File: src/rtl/ifu.sv
// Instruction fetch unit: owns the PC, runs one-outstanding fetches
// and presents each instruction with its PC to decode.
module ifu #(
   parameter int              XLEN     = 64,
   parameter int              INST_W   = 32,
   parameter logic [XLEN-1:0] RESET_PC = 64'h8000_0000
) (
   input  logic              clk_i_ifu,
   input  logic              rst_n_i_ifu,
   input  logic              jump_branch_i_ifu,
   input  logic [XLEN-1:0]   dnpc_i_ifu,
   output logic              imem_req_valid_o_ifu,
   input  logic              imem_req_ready_i_ifu,
   output logic [XLEN-1:0]   imem_addr_o_ifu,
   input  logic              imem_resp_valid_i_ifu,
   input  logic [INST_W-1:0] imem_rdata_i_ifu,
   output logic              inst_valid_o_ifu,
   input  logic              inst_ready_i_ifu,
   output logic [INST_W-1:0] inst_o_ifu,
   output logic [XLEN-1:0]   pc_o_ifu,
   output logic              misalign_o_ifu
);

   typedef enum logic [1:0] {
      S_REQ,
      S_WAIT,
      S_HOLD,
      S_HALT
   } state_t;

   state_t            state;
   logic [XLEN-1:0]   pc;
   logic [XLEN-1:0]   pc_held;
   logic [INST_W-1:0] inst_held;
   logic              kill;
   logic              misalign;
   logic              redir;
   logic              bad_tgt;

   assign redir   = jump_branch_i_ifu;
   assign bad_tgt = dnpc_i_ifu[1:0] != 2'b00;

   always_ff @(posedge clk_i_ifu) begin
      if (!rst_n_i_ifu) begin
         state     <= S_REQ;
         pc        <= RESET_PC;
         pc_held   <= '0;
         inst_held <= '0;
         kill      <= 1'b0;
         misalign  <= 1'b0;
      end else if (redir && bad_tgt && state != S_HALT) begin
         state    <= S_HALT;
         misalign <= 1'b1;
         kill     <= 1'b0;
      end else begin
         unique case (state)
            S_REQ: begin
               if (redir) pc <= dnpc_i_ifu;
               if (imem_req_ready_i_ifu) begin
                  state <= S_WAIT;
                  // accepted at the old pc, so its data is wrong-path
                  kill  <= redir;
               end
            end
            S_WAIT: begin
               if (imem_resp_valid_i_ifu) begin
                  kill <= 1'b0;
                  if (redir || kill) begin
                     state <= S_REQ;
                  end else begin
                     state     <= S_HOLD;
                     inst_held <= imem_rdata_i_ifu;
                     pc_held   <= pc;
                  end
               end else if (redir) begin
                  kill <= 1'b1;
               end
               if (redir) pc <= dnpc_i_ifu;
            end
            S_HOLD: begin
               if (redir) begin
                  pc    <= dnpc_i_ifu;
                  state <= S_REQ;
               end else if (inst_ready_i_ifu) begin
                  pc    <= pc + XLEN'(4);
                  state <= S_REQ;
               end
            end
            S_HALT: begin
               state <= S_HALT;
            end
         endcase
      end
   end

   // valids are pure state decodes; reset low forces every output to 0
   assign imem_req_valid_o_ifu = rst_n_i_ifu && state == S_REQ;
   assign inst_valid_o_ifu     = rst_n_i_ifu && state == S_HOLD;
   assign imem_addr_o_ifu      = rst_n_i_ifu ? pc : '0;
   assign inst_o_ifu           = rst_n_i_ifu ? inst_held : '0;
   assign pc_o_ifu             = rst_n_i_ifu ? pc_held : '0;
   assign misalign_o_ifu       = rst_n_i_ifu && misalign;

endmodule

File: config.mk
export PLATFORM = sky130hd
export DESIGN_NAME = ifu
export DESIGN_NICKNAME = d
export VERILOG_FILES = /design/src/rtl/ifu.sv
export SDC_FILE = /design/constraint.sdc
export NUM_CORES = 1
export LEC_CHECK = 0
export BUFFER_PORTS_ARGS = -buffer_cell sky130_fd_sc_hd__buf_4
export CAP_MARGIN = 20
export CORE_UTILIZATION = 30
export DETAILED_ROUTE_END_ITERATION = 16
export SLEW_MARGIN = 5
export SYNTH_ARGS = -nofsm -noshare
export SYNTH_HDL_FRONTEND = slang
export SYNTH_SLANG_ARGS = --single-unit
File: constraint.sdc
create_clock -name clk_i_ifu -period 3 [get_ports clk_i_ifu]
set_input_delay 0.9 -clock clk_i_ifu [delete_from_list [all_inputs] [get_ports clk_i_ifu]]
set_output_delay 0.9 -clock clk_i_ifu [all_outputs]
set_load 0.1 [all_outputs]
==> results.cfg <==
[floorplan]
die_w_um = 173
floorplan.initialDensity_pct = 30.5
area_of_the_die_sq_mm = 0.0300
fp.dieH_um = 173
core_area_sq_mm = 0.0288
io_pins = 265
rows = 62

[routing]
routed_wirelength_um = 29500
route.vias.total = 9027
routedWlPerCell_um = 16.4
dr.pass1.iters = 6
postRouteAntennaNets = 0
route.detailed.vias_per_inst = 5.00
drtIter0Drc = 669
post-route-drc-count = 0

[setup_path]
worst_setup_path_startpoint = rst_n_i_ifu
r2r_end = pc[40]$_SDFFE_PN0P_
critical_path.max_stage_delay_ps = 280
reg2reg_setup_slack_ps = 600
worst-path-max-fanout = 51
critical-path-top-cell-by-count = sky130_fd_sc_hd__buf_4
worstSetupEndpoint = imem_addr_o_ifu[53]
cp-start-kind = input pin
crit_path_top_delay_cell = sky130_fd_sc_hd__buf_4
worstSetupPathType = in -> out
worst_setup_path_end_kind = primary output
critical_path_arrival_ps = 1790
crit_path_cell_trace = buf_4 > buf_12 > and2_2 > buf_4
number_of_cell_instances_on_the_worst_register_to_register_path = 7
crit-reg2reg-launch = pc[12]$_SDFFE_PN0P_
cp_data_required_time_ps = 2100

[clock_network]
clkSinkCount = 164
clock_tree.buffer_depth = 2
htree_levels = 4
cts_tree = yes
cts-resized-gates = 0
cts_made_buffers = 17
cts.root.buffer_cell = sky130_fd_sc_hd__clkbuf_16
clock_latency_ps = 420
clock_transition_at_path_regs_ps = 70
cts_setup_buffers = 0
post_cts_hold_buffer_count = 0

[power]
power-per-cell-area_mw_per_mm2 = 516
worst_ir_drop_vdd_uv = 259
p_leak_uw = 0.00495

[sta]
worst-slew-pin-transition_ps = 815
timing.final.ws_setup_ps = 305
timing.hold.ws_ps = 450
max_freq_mhz = 371
rsz0062_at_grt = no
min_period_ps = 2690
timing.final.setup_violations = 0
relSlewSlack_pct = 45.7
fin_worst_skew_ps = 11.9
final.period_utilization_pct = 89.8
hold_viol = 0
timing_max_transition_violations_final = 0
setup_tns_ps = 0

[yosys]
post_synth.cell_area_avg_sq_um = 7.44
seq_cells_post_synth = 164
synth.cell_area_sq_mm = 0.00878
async_flop_share_pct = 0
synth-edff-count = 0
syn-instance-count = 1181
ys_dominant_reg_cell = sky130_fd_sc_hd__dfxtp_1
synthDistinctLibCells = 70
synth_nets = 1289
yosys_warnings = 0
seq_area_frac_synth_pct = 37.4

[global_route]
grt_pass1_vias = 8606
grt_pass1_wl_um = 47300
grt_antenna_before_repair = 2
globalRoute.totalOverflow = 0
globalRouteTotalUtil_pct = 19.6
grt_start_max_net_pins = 72

[run_status]
result_of_the_run = finished clean

[layout]
finished_layout_cell_area_sq_mm = 0.0119
finalNetCount = 1515
layout.cells.most_common = sky130_fd_sc_hd__buf_4
instances_no_fill = 1806
ff_latch_area_sq_mm = 0.00328
mostFrequentLayoutCells = sky130_fd_sc_hd__buf_4, sky130_fd_sc_hd__nand2_1, sky130_fd_sc_hd__dfxtp_1
areaGrowthSynthToFinish_pct = 35.7
num-fill-cells = 2973
multiInputGateArea_sq_mm = 0.00522
post_route_cells_drive_above_1_share_pct = 35.8

[placement]
detailed_placement_hpwl_um = 21100
number_of_port_buffers = 264
placedInstanceArea_sq_mm = 0.0114
gp_congestion = 0.816
place_ws_ps = 305
numPlacedInstances = 1772

[hold_path]
hold_path.class = reg -> reg

[job]
number_of_max_capacitance_violations_reported = 0
per-stage QoR:
stage	util [%]	total power, uW
after floorplan	-	3670
after global placement	39.5	4080
after detailed placement	39.5	4090
after CTS	41.4	6220
after global routing	41.4	6440
final	41.4	6150
Yosys cell counts, types with 4 or more instances:
master	count	area share (%)
sky130_fd_sc_hd__dfxtp_1	164	37
sky130_fd_sc_hd__nor4_1	12	0.85
sky130_fd_sc_hd__buf_2	13	0.74
sky130_fd_sc_hd__nand3_1	23	1.3
sky130_fd_sc_hd__nand2_1	260	11
sky130_fd_sc_hd__and3_1	14	1.0
sky130_fd_sc_hd__a31oi_1	7	0.50
sky130_fd_sc_hd__o211a_1	4	0.46
sky130_fd_sc_hd__a221o_1	12	1.4
sky130_fd_sc_hd__nand4_1	20	1.4
sky130_fd_sc_hd__o21ai_1	18	1.0
sky130_fd_sc_hd__or3_1	7	0.50
sky130_fd_sc_hd__a21oi_1	141	8.0
sky130_fd_sc_hd__inv_1	12	0.51
sky130_fd_sc_hd__and4_1	16	1.6
sky130_fd_sc_hd__ha_1	6	0.85
sky130_fd_sc_hd__o311ai_1	8	0.80
sky130_fd_sc_hd__o21ai_0	46	2.6
sky130_fd_sc_hd__o211ai_1	5	0.43
sky130_fd_sc_hd__and2_1	167	12
sky130_fd_sc_hd__nor2_1	50	2.1
sky130_fd_sc_hd__clkbuf_1	61	2.6
sky130_fd_sc_hd__mux2i_1	8	0.91
sky130_fd_sc_hd__buf_1	11	0.47
sky130_fd_sc_hd__nor3_1	13	0.74
sky130_fd_sc_hd__a22oi_1	9	0.77
how the worst min path moves through the flow:
| stage | startpoint | to | slack, ps | depth (start not counted) |
|---|---|---|---|---|
| after CTS | inst_held[30]$_SDFFE_PN0P_ | inst_held[30]$_SDFFE_PN0P_ | 450 | 2 |
| final | inst_held[28]$_SDFFE_PN0P_ | inst_held[28]$_SDFFE_PN0P_ | 450 | 2 |
| after global placement | pc_held[59]$_SDFFE_PN0P_ | pc_held[59]$_SDFFE_PN0P_ | 440 | 2 |
| after global routing | pc_held[43]$_SDFFE_PN0P_ | pc_held[43]$_SDFFE_PN0P_ | 460 | 2 |
| after detailed placement | inst_held[30]$_SDFFE_PN0P_ | inst_held[30]$_SDFFE_PN0P_ | 440 | 2 |
| after floorplan | inst_held[0]$_SDFFE_PN0P_ | inst_held[0]$_SDFFE_PN0P_ | 430 | 2 |
sequential cells by signal, indices dropped and copies added (netlist names):
name       cells
inst_held     32
state          2
pc            64
pc_held       64
misalign       1
kill           1
per-layer routing:
| metal | wire (um) | part of all wire [%] | track usage (%) | vias up |
|---|---|---|---|---|
| li1 | - | - | - | 4516 |
| met1 | 13700 | 47 | 26.1 | 4259 |
| met2 | 13600 | 46 | 32.0 | 237 |
| met3 | 1900 | 6.4 | 5.01 | 15 |
| met4 | 270 | 0.91 | 3.95 | 0 |
| met5 | 0 | 0 | 0 | - |
power breakdown:
part           internal (uW)  leakage, uW  switching, uW
Sequential              2330      0.00133            248
Combinational            449      0.00334           1020
Clock                   1090     0.000269           1020
layout make-up:
type | count | area share, %
Clock buffer | 17 | 3.57
Inverter | 12 | 0.399
Sequential cell | 164 | 27.6
Timing Repair Buffer | 301 | 19.6
Tap cell | 384 | 4.03
Clock inverter | 15 | 1.03
Multi-Input combinational cell | 911 | 43.8
Antenna cell | 2 | 0.0420
kinds of logic after synthesis:
group	synth area share [%]
XOR/XNOR	0.399
buffers and inverters	5.59
AND/OR/NAND/NOR	36.4
multiplexers	0.912
flip-flops	37.4
AO/OA/AOI/OAI	18.5
adder cells (fa/ha/maj)	0.855
critical path, delay by kind of cell:
family        cells  cell delay (ps)
buf+inv           3              670
simple gates      1              180
Power figures use the tool's default switching activity.
